**config.mk**
```make
export PLATFORM = sky130hd
export DESIGN_NAME = m_unit
export DESIGN_NICKNAME = d
export VERILOG_FILES = /design/src/rtl/m_unit.sv
export SDC_FILE = /design/constraint.sdc
export NUM_CORES = 2
export LEC_CHECK = 0
export ABC_CLOCK_PERIOD_IN_PS = 10300
export BUFFER_PORTS_ARGS = -buffer_cell sky130_fd_sc_hd__buf_2
export CORE_MARGIN = 1.5
export CORE_UTILIZATION = 66
export CTS_BUF_LIST = sky130_fd_sc_hd__clkbuf_8
export CTS_CLUSTER_DIAMETER = 40
export CTS_CLUSTER_SIZE = 24
export DETAILED_ROUTE_END_ITERATION = 8
export GPL_TIMING_DRIVEN = 0
export PLACE_DENSITY = 0.83
export SYNTH_ARGS = -nofsm -noshare
export SYNTH_HDL_FRONTEND = slang
export SYNTH_SLANG_ARGS = --single-unit
```
**constraint.sdc**
```tcl
create_clock -name clk -period 10.3 [get_ports clk]
set_input_delay 0.515 -clock clk [delete_from_list [all_inputs] [get_ports clk]]
set_output_delay 0.515 -clock clk [all_outputs]
set_load 0.05 [all_outputs]
```
**src/rtl/m_unit.sv**
```systemverilog
`default_nettype none
// ============================================================================
// Module   : m_unit
// Function : RV32M execute-stage unit; single-cycle multiply, radix-2
//            restoring divide with divide-by-zero and overflow fast paths.
//            Define M_DIV_EARLY_EN to retire |a| < |b| divides in one cycle.
// Revision : 1.0  initial release
// ============================================================================
module m_unit #(
  parameter int XLEN      = 32,
  parameter int DIV_ITERS = 32
) (
  input  logic            clk,
  input  logic            reset_n,
  input  logic            start,
  input  logic            flush,
  input  logic [2:0]      funct3,
  input  logic [XLEN-1:0] src_a,
  input  logic [XLEN-1:0] src_b,
  output logic            stall,
  output logic            done,
  output logic [XLEN-1:0] result
);

  localparam int CW = $clog2(DIV_ITERS);

  typedef enum logic [1:0] {
    IDLE = 2'd0,
    MUL  = 2'd1,
    DIV  = 2'd2,
    DONE = 2'd3
  } state_t;

  state_t          state, state_nx;
  logic [2:0]      op;
  logic [XLEN-1:0] quo, dvsr, rem, res_q;
  logic            neg_q, neg_r;
  logic [CW-1:0]   cnt;

  // Request decode, evaluated on the incoming operands
  logic            accept, is_div, sgn, a_neg, b_neg, b_zero, ovf, early, fast;
  logic [XLEN-1:0] mag_a, mag_b;

  assign accept = (state == IDLE) & start & ~flush;
  assign is_div = funct3[2];
  assign sgn    = ~funct3[0];
  assign a_neg  = sgn & src_a[XLEN-1];
  assign b_neg  = sgn & src_b[XLEN-1];
  assign mag_a  = a_neg ? -src_a : src_a;
  assign mag_b  = b_neg ? -src_b : src_b;
  assign b_zero = (src_b == '0);
  assign ovf    = sgn & (src_a == {1'b1, {(XLEN-1){1'b0}}}) & (src_b == '1);
`ifdef M_DIV_EARLY_EN
  assign early  = ~b_zero & (mag_a < mag_b);
`else
  assign early  = 1'b0;
`endif
  assign fast   = ~is_div | b_zero | ovf | early;

  // One restoring-divide step
  logic [XLEN:0] rem_sh, diff;
  assign rem_sh = {rem, quo[XLEN-1]};
  assign diff   = rem_sh - {1'b0, dvsr};

  // Multiply reuses quo/dvsr as operand latches; 64-bit wrap of the
  // sign-extended 33-bit operands equals the 33x33 signed product.
  logic            a_sx, b_sx;
  logic [2*XLEN-1:0] mul_a, mul_b, prod;
  assign a_sx  = ((op[1:0] == 2'b01) | (op[1:0] == 2'b10)) & quo[XLEN-1];
  assign b_sx  = (op[1:0] == 2'b01) & dvsr[XLEN-1];
  assign mul_a = {{XLEN{a_sx}}, quo};
  assign mul_b = {{XLEN{b_sx}}, dvsr};
  assign prod  = mul_a * mul_b;

  logic [XLEN-1:0] fin_mul, fin_div, fin;
  assign fin_mul = (op[1:0] == 2'b00) ? prod[XLEN-1:0] : prod[2*XLEN-1:XLEN];
  assign fin_div = op[1] ? (neg_r ? -rem : rem) : (neg_q ? -quo : quo);
  assign fin     = op[2] ? fin_div : fin_mul;

  assign done   = (state == DONE) & ~flush;
  assign result = done ? fin : res_q;
  assign stall  = accept | (state == MUL) | (state == DIV);

  always_comb begin
    state_nx = state;
    case (state)
      IDLE: if (accept) state_nx = fast ? DONE : DIV;
      DIV:  if (cnt == CW'(DIV_ITERS-1)) state_nx = DONE;
      DONE: state_nx = IDLE;
      default: state_nx = IDLE;
    endcase
    if (flush) state_nx = IDLE;
  end

  always_ff @(posedge clk or negedge reset_n) begin
    if (!reset_n) begin
      state <= IDLE;
      op    <= '0;
      quo   <= '0;
      dvsr  <= '0;
      rem   <= '0;
      neg_q <= 1'b0;
      neg_r <= 1'b0;
      cnt   <= '0;
      res_q <= '0;
    end else begin
      state <= state_nx;
      if (accept) begin
        op    <= funct3;
        cnt   <= '0;
        neg_q <= 1'b0;
        neg_r <= 1'b0;
        rem   <= '0;
        if (!is_div) begin
          quo  <= src_a;
          dvsr <= src_b;
        end else if (b_zero) begin
          quo <= '1;
          rem <= src_a;
        end else if (ovf) begin
          quo <= {1'b1, {(XLEN-1){1'b0}}};
        end else if (early) begin
          quo <= '0;
          rem <= src_a;
        end else begin
          quo   <= mag_a;
          dvsr  <= mag_b;
          neg_q <= a_neg ^ b_neg;
          neg_r <= a_neg;
        end
      end else if (state == DIV) begin
        quo <= {quo[XLEN-2:0], ~diff[XLEN]};
        rem <= diff[XLEN] ? rem_sh[XLEN-1:0] : diff[XLEN-1:0];
        cnt <= cnt + 1'b1;
      end
      if (done) res_q <= fin;
    end
  end

endmodule
`default_nettype wire
```
==> summary.txt <==
Timing
  – Final setup margin: -46.4 ps
  – Top achievable clock speed: between 90 and 100 MHz
  – Final setup viols: 1
  – Layout Skew: approximately 26 ps
  – Worst-Margin Slew: around 1200 ps
  – Final hold violation count: 0
  – Final number of max-transition violations: 0
  – Post-route minimum period: 10350 ps
  – Portion of the clock cycle consumed by the worst path in the final layout: 100%
  – Rel. slew slack: between 20% and 30%

Die
  – Die height: ~280 um
  – Top-level port count: ~110
  – Cell Rows: 100
  – Die Wd: ~280 um
  – Starting density of the core: between 60% and 70%
  – Core box area: ~74000 sq um
  – Die footprint: 76400 sq um

Critical path
  – Largest fanout on the critical path: 10
  – Critical path buffers and inverters: 8
  – Most used cell along the critical path: sky130_fd_sc_hd__fa_1
  – Cell family contributing the most delay on the critical path: adder cells
  – Cell with the largest stage delay on the worst path: sky130_fd_sc_hd__clkbuf_1
  – Category of the worst setup path launch point: flip-flop
  – Category of the critical setup timing path: reg -> out
  – Crit-path max cell delay: ~700 ps
  – Required time reported for the critical path endpoint: between 9000 and 10000 ps
  – Crit end category: output port
  – CP arrival: between 9000 and 10000 ps

Finish
  – Share of layout cells above drive strength 1: 7.37%
  – Final instance area: 52300 sq um
  – Area Overhead vs Synth: 6.03%
  – Reg area: between 3000 and 4000 sq um
  – Util after Layout: between 70% and 80%
  – Final layout net count: 7379
  – Filler cell count in the final layout: just under 6000
  – Area of the multi-input gates: about 40000 sq um

Synthesis
  – Dominant cells by area after synthesis: sky130_fd_sc_hd__fa_1 46%, sky130_fd_sc_hd__inv_1 9.5%, sky130_fd_sc_hd__nand2_1 7.7%
  – Biggest area consumer among synthesized cells: sky130_fd_sc_hd__fa_1
  – Cell types with the highest counts after synthesis: 1248 x sky130_fd_sc_hd__inv_1, 1126 x sky130_fd_sc_hd__fa_1, 1014 x sky130_fd_sc_hd__nand2_1, 287 x sky130_fd_sc_hd__clkbuf_1, 261 x sky130_fd_sc_hd__nor2_1
  – Summed instance area of the synthesized netlist: approximately 50000 sq um
  – Synthesized instance count: approximately 5800
  – Cell variety after synth: just over 70
  – Yosys warning total: 0
  – Share of Yosys cell area claimed by the top area cell type: between 40% and 50%
  – Top flip-flop cell by instance count after synthesis: sky130_fd_sc_hd__dfrtp_1
  – Dominant cell by count in the synthesized netlist: sky130_fd_sc_hd__inv_1
  – Share of the yosys chip area belonging to registers: between 7 and 8%
  – Seq cells post-synth: 140
  – Mean cell area of the mapped netlist: between 8 and 9 sq um
  – Post-synth EDFFs: 0
  – Share of flip-flops with an asynchronous set or reset after synthesis: 100%
  – Number of nets in the synthesized netlist: a little over 7000

Outcome
  – Outcome: finished, violations left
  – Violations in the final reports: setup timing

Routing
  – Number of antenna-violating nets in the routed design: 0
  – Number of optimization iterations in the first detailed-route pass: 7
  – Iter 0 DRT Violations: about 5500
  – Routed WL: 187000 um
  – Wire per inst: roughly 27 um
  – Via count of the routed design: 43598
  – Per-cell via count in the routed design: between 6 and 7
  – Drc violations: 0

CTS
  – Clock-pin slew on the worst setup and hold paths: roughly 100 ps
  – Number of clock buffers inserted by TritonCTS: 17
  – Cell at the root of the clock tree: sky130_fd_sc_hd__clkbuf_8
  – TritonCTS clock tree: yes
  – TritonCTS Sinks: 140
  – Source-to-sink clock delay at the later pin of the worst-skew pair: between 400 and 500 ps
  – H-tree depth: 4
  – Max Root-Sink Buffers: 2

Global route
  – Overall Global Routing Usage: between 50% and 60%
  – Largest net degree at the start of global routing: 96
  – Via count of the first global-routing pass: approximately 45000
  – Number of antenna violations at the first check in global routing: 12
  – Wire length of the first global-routing pass: 279000 um
  – GRT overflow: 0

Placement
  – Final GP Congestion: approximately 1.1
  – Standard cell area after detailed placement: 51100 sq um
  – Count of port buffers added during placement: roughly 100
  – HPWL after detailed placement: 157000 um

Min path
  – Kind of path behind the tightest hold check: in -> reg

Flow run
  – Max Cap Viol: 0
-- area by class of cell --
class	instances	area share, %
clock inverter	14	0.237
clock buffer	18	0.473
sequential	140	6.78
timing repair buffer	145	1.72
buffer	305	2.56
antenna	17	0.0813
multi-input combinational	4070	76.8
inverter	1249	9.01
tap	969	2.32
-- metal layers --
metal  vias up  GRT usage (%)  part of all wire [%]
li1      17779              -                     -
met2      3590           71.8                    41
met3      1022           21.2                    16
met4        12           35.8                   9.6
met5         -           1.56                  0.17
met1     21195           61.8                    33
-- sequential cells by signal (all words and copies together) (netlist names) --
name	flops
dvsr	32
quo	32
rem	32
res_q	32
cnt	5
op	3
state	2
neg_q	1
neg_r	1
-- cell families after synthesis --
kind of cell             synth area share (%)
multiplexers                            0.289
AND/OR/NAND/NOR                          16.0
flip-flops                               7.10
adder cells (fa/ha/maj)                  52.1
XOR/XNOR                                 3.32
buffers and inverters                    12.2
AO/OA/AOI/OAI                            9.05
-- final timing paths --
check,startpoint,to,slack (ps),depth (start not counted)
worst max-delay path,dvsr[31]$_DFFE_PN0P_,result[30],-50,29
min in group asynchronous,reset_n,dvsr[23]$_DFFE_PN0P_,510,2
max in group asynchronous,reset_n,quo[4]$_DFFE_PN0P_,8900,3
worst min register to register,res_q[6]$_DFF_PN0_,res_q[6]$_DFF_PN0_,500,2
worst min-delay path,flush,state[0]$_DFFE_PN0P_,220,2
worst max register to register,dvsr[31]$_DFFE_PN0P_,res_q[30]$_DFF_PN0_,1000,28
-- worst register-to-register path, delay by kind of cell, from the launching register on --
family	cells	cell delay (ps)
muxes	1	420
DFF	1	340
adders and majority gates	9	4140
and+or+nand+nor	3	660
buffers and inverters	7	1720
AOI/OAI and AO/OA	8	1830
-- through the flow --
step,setup WS (ps),TNS [ps],std cells,hold slack [ps]
after floorplan,91.5,0,5806,219
after global placement,-2450,-37750,6879,455
after detailed placement,-2490,-40700,6881,474
after CTS,-45.2,-45.2,6892,210
after global routing,-39.3,-96.1,6910,227
final,-46.4,-46.4,6927,215
-- placed cells by master, fill, tap and decap left out, drive strengths merged, types with 27 or more instances in the layout --
cell,instances
inv,1251
fa,1126
nand2,1015
clkbuf,278
nor2,261
ha,254
and2,231
a21oi,208
buf,188
o21ai,180
dfrtp,140
xnor2,116
xor2,71
a31oi,50
a211oi,45
o31ai,43
nor3,43
a21o,39
and3,39
nand3,29
nand4,28
nand2b,27
-- repair_timing --
| item | in CTS | in global routing |
|---|---|---|
| setup buffers | 12 | 26 |
| gates resized for setup | 118 | 229 |
| hold buffers | 1 | 0 |
| pin swaps | 8 | 18 |
| hold endpoints to repair | 45 | 0 |
| setup endpoints to repair | 46 | 19 |
Power is not shown: default switching activity piles up to over one toggle a cycle in this logic, so the estimate is an artifact.
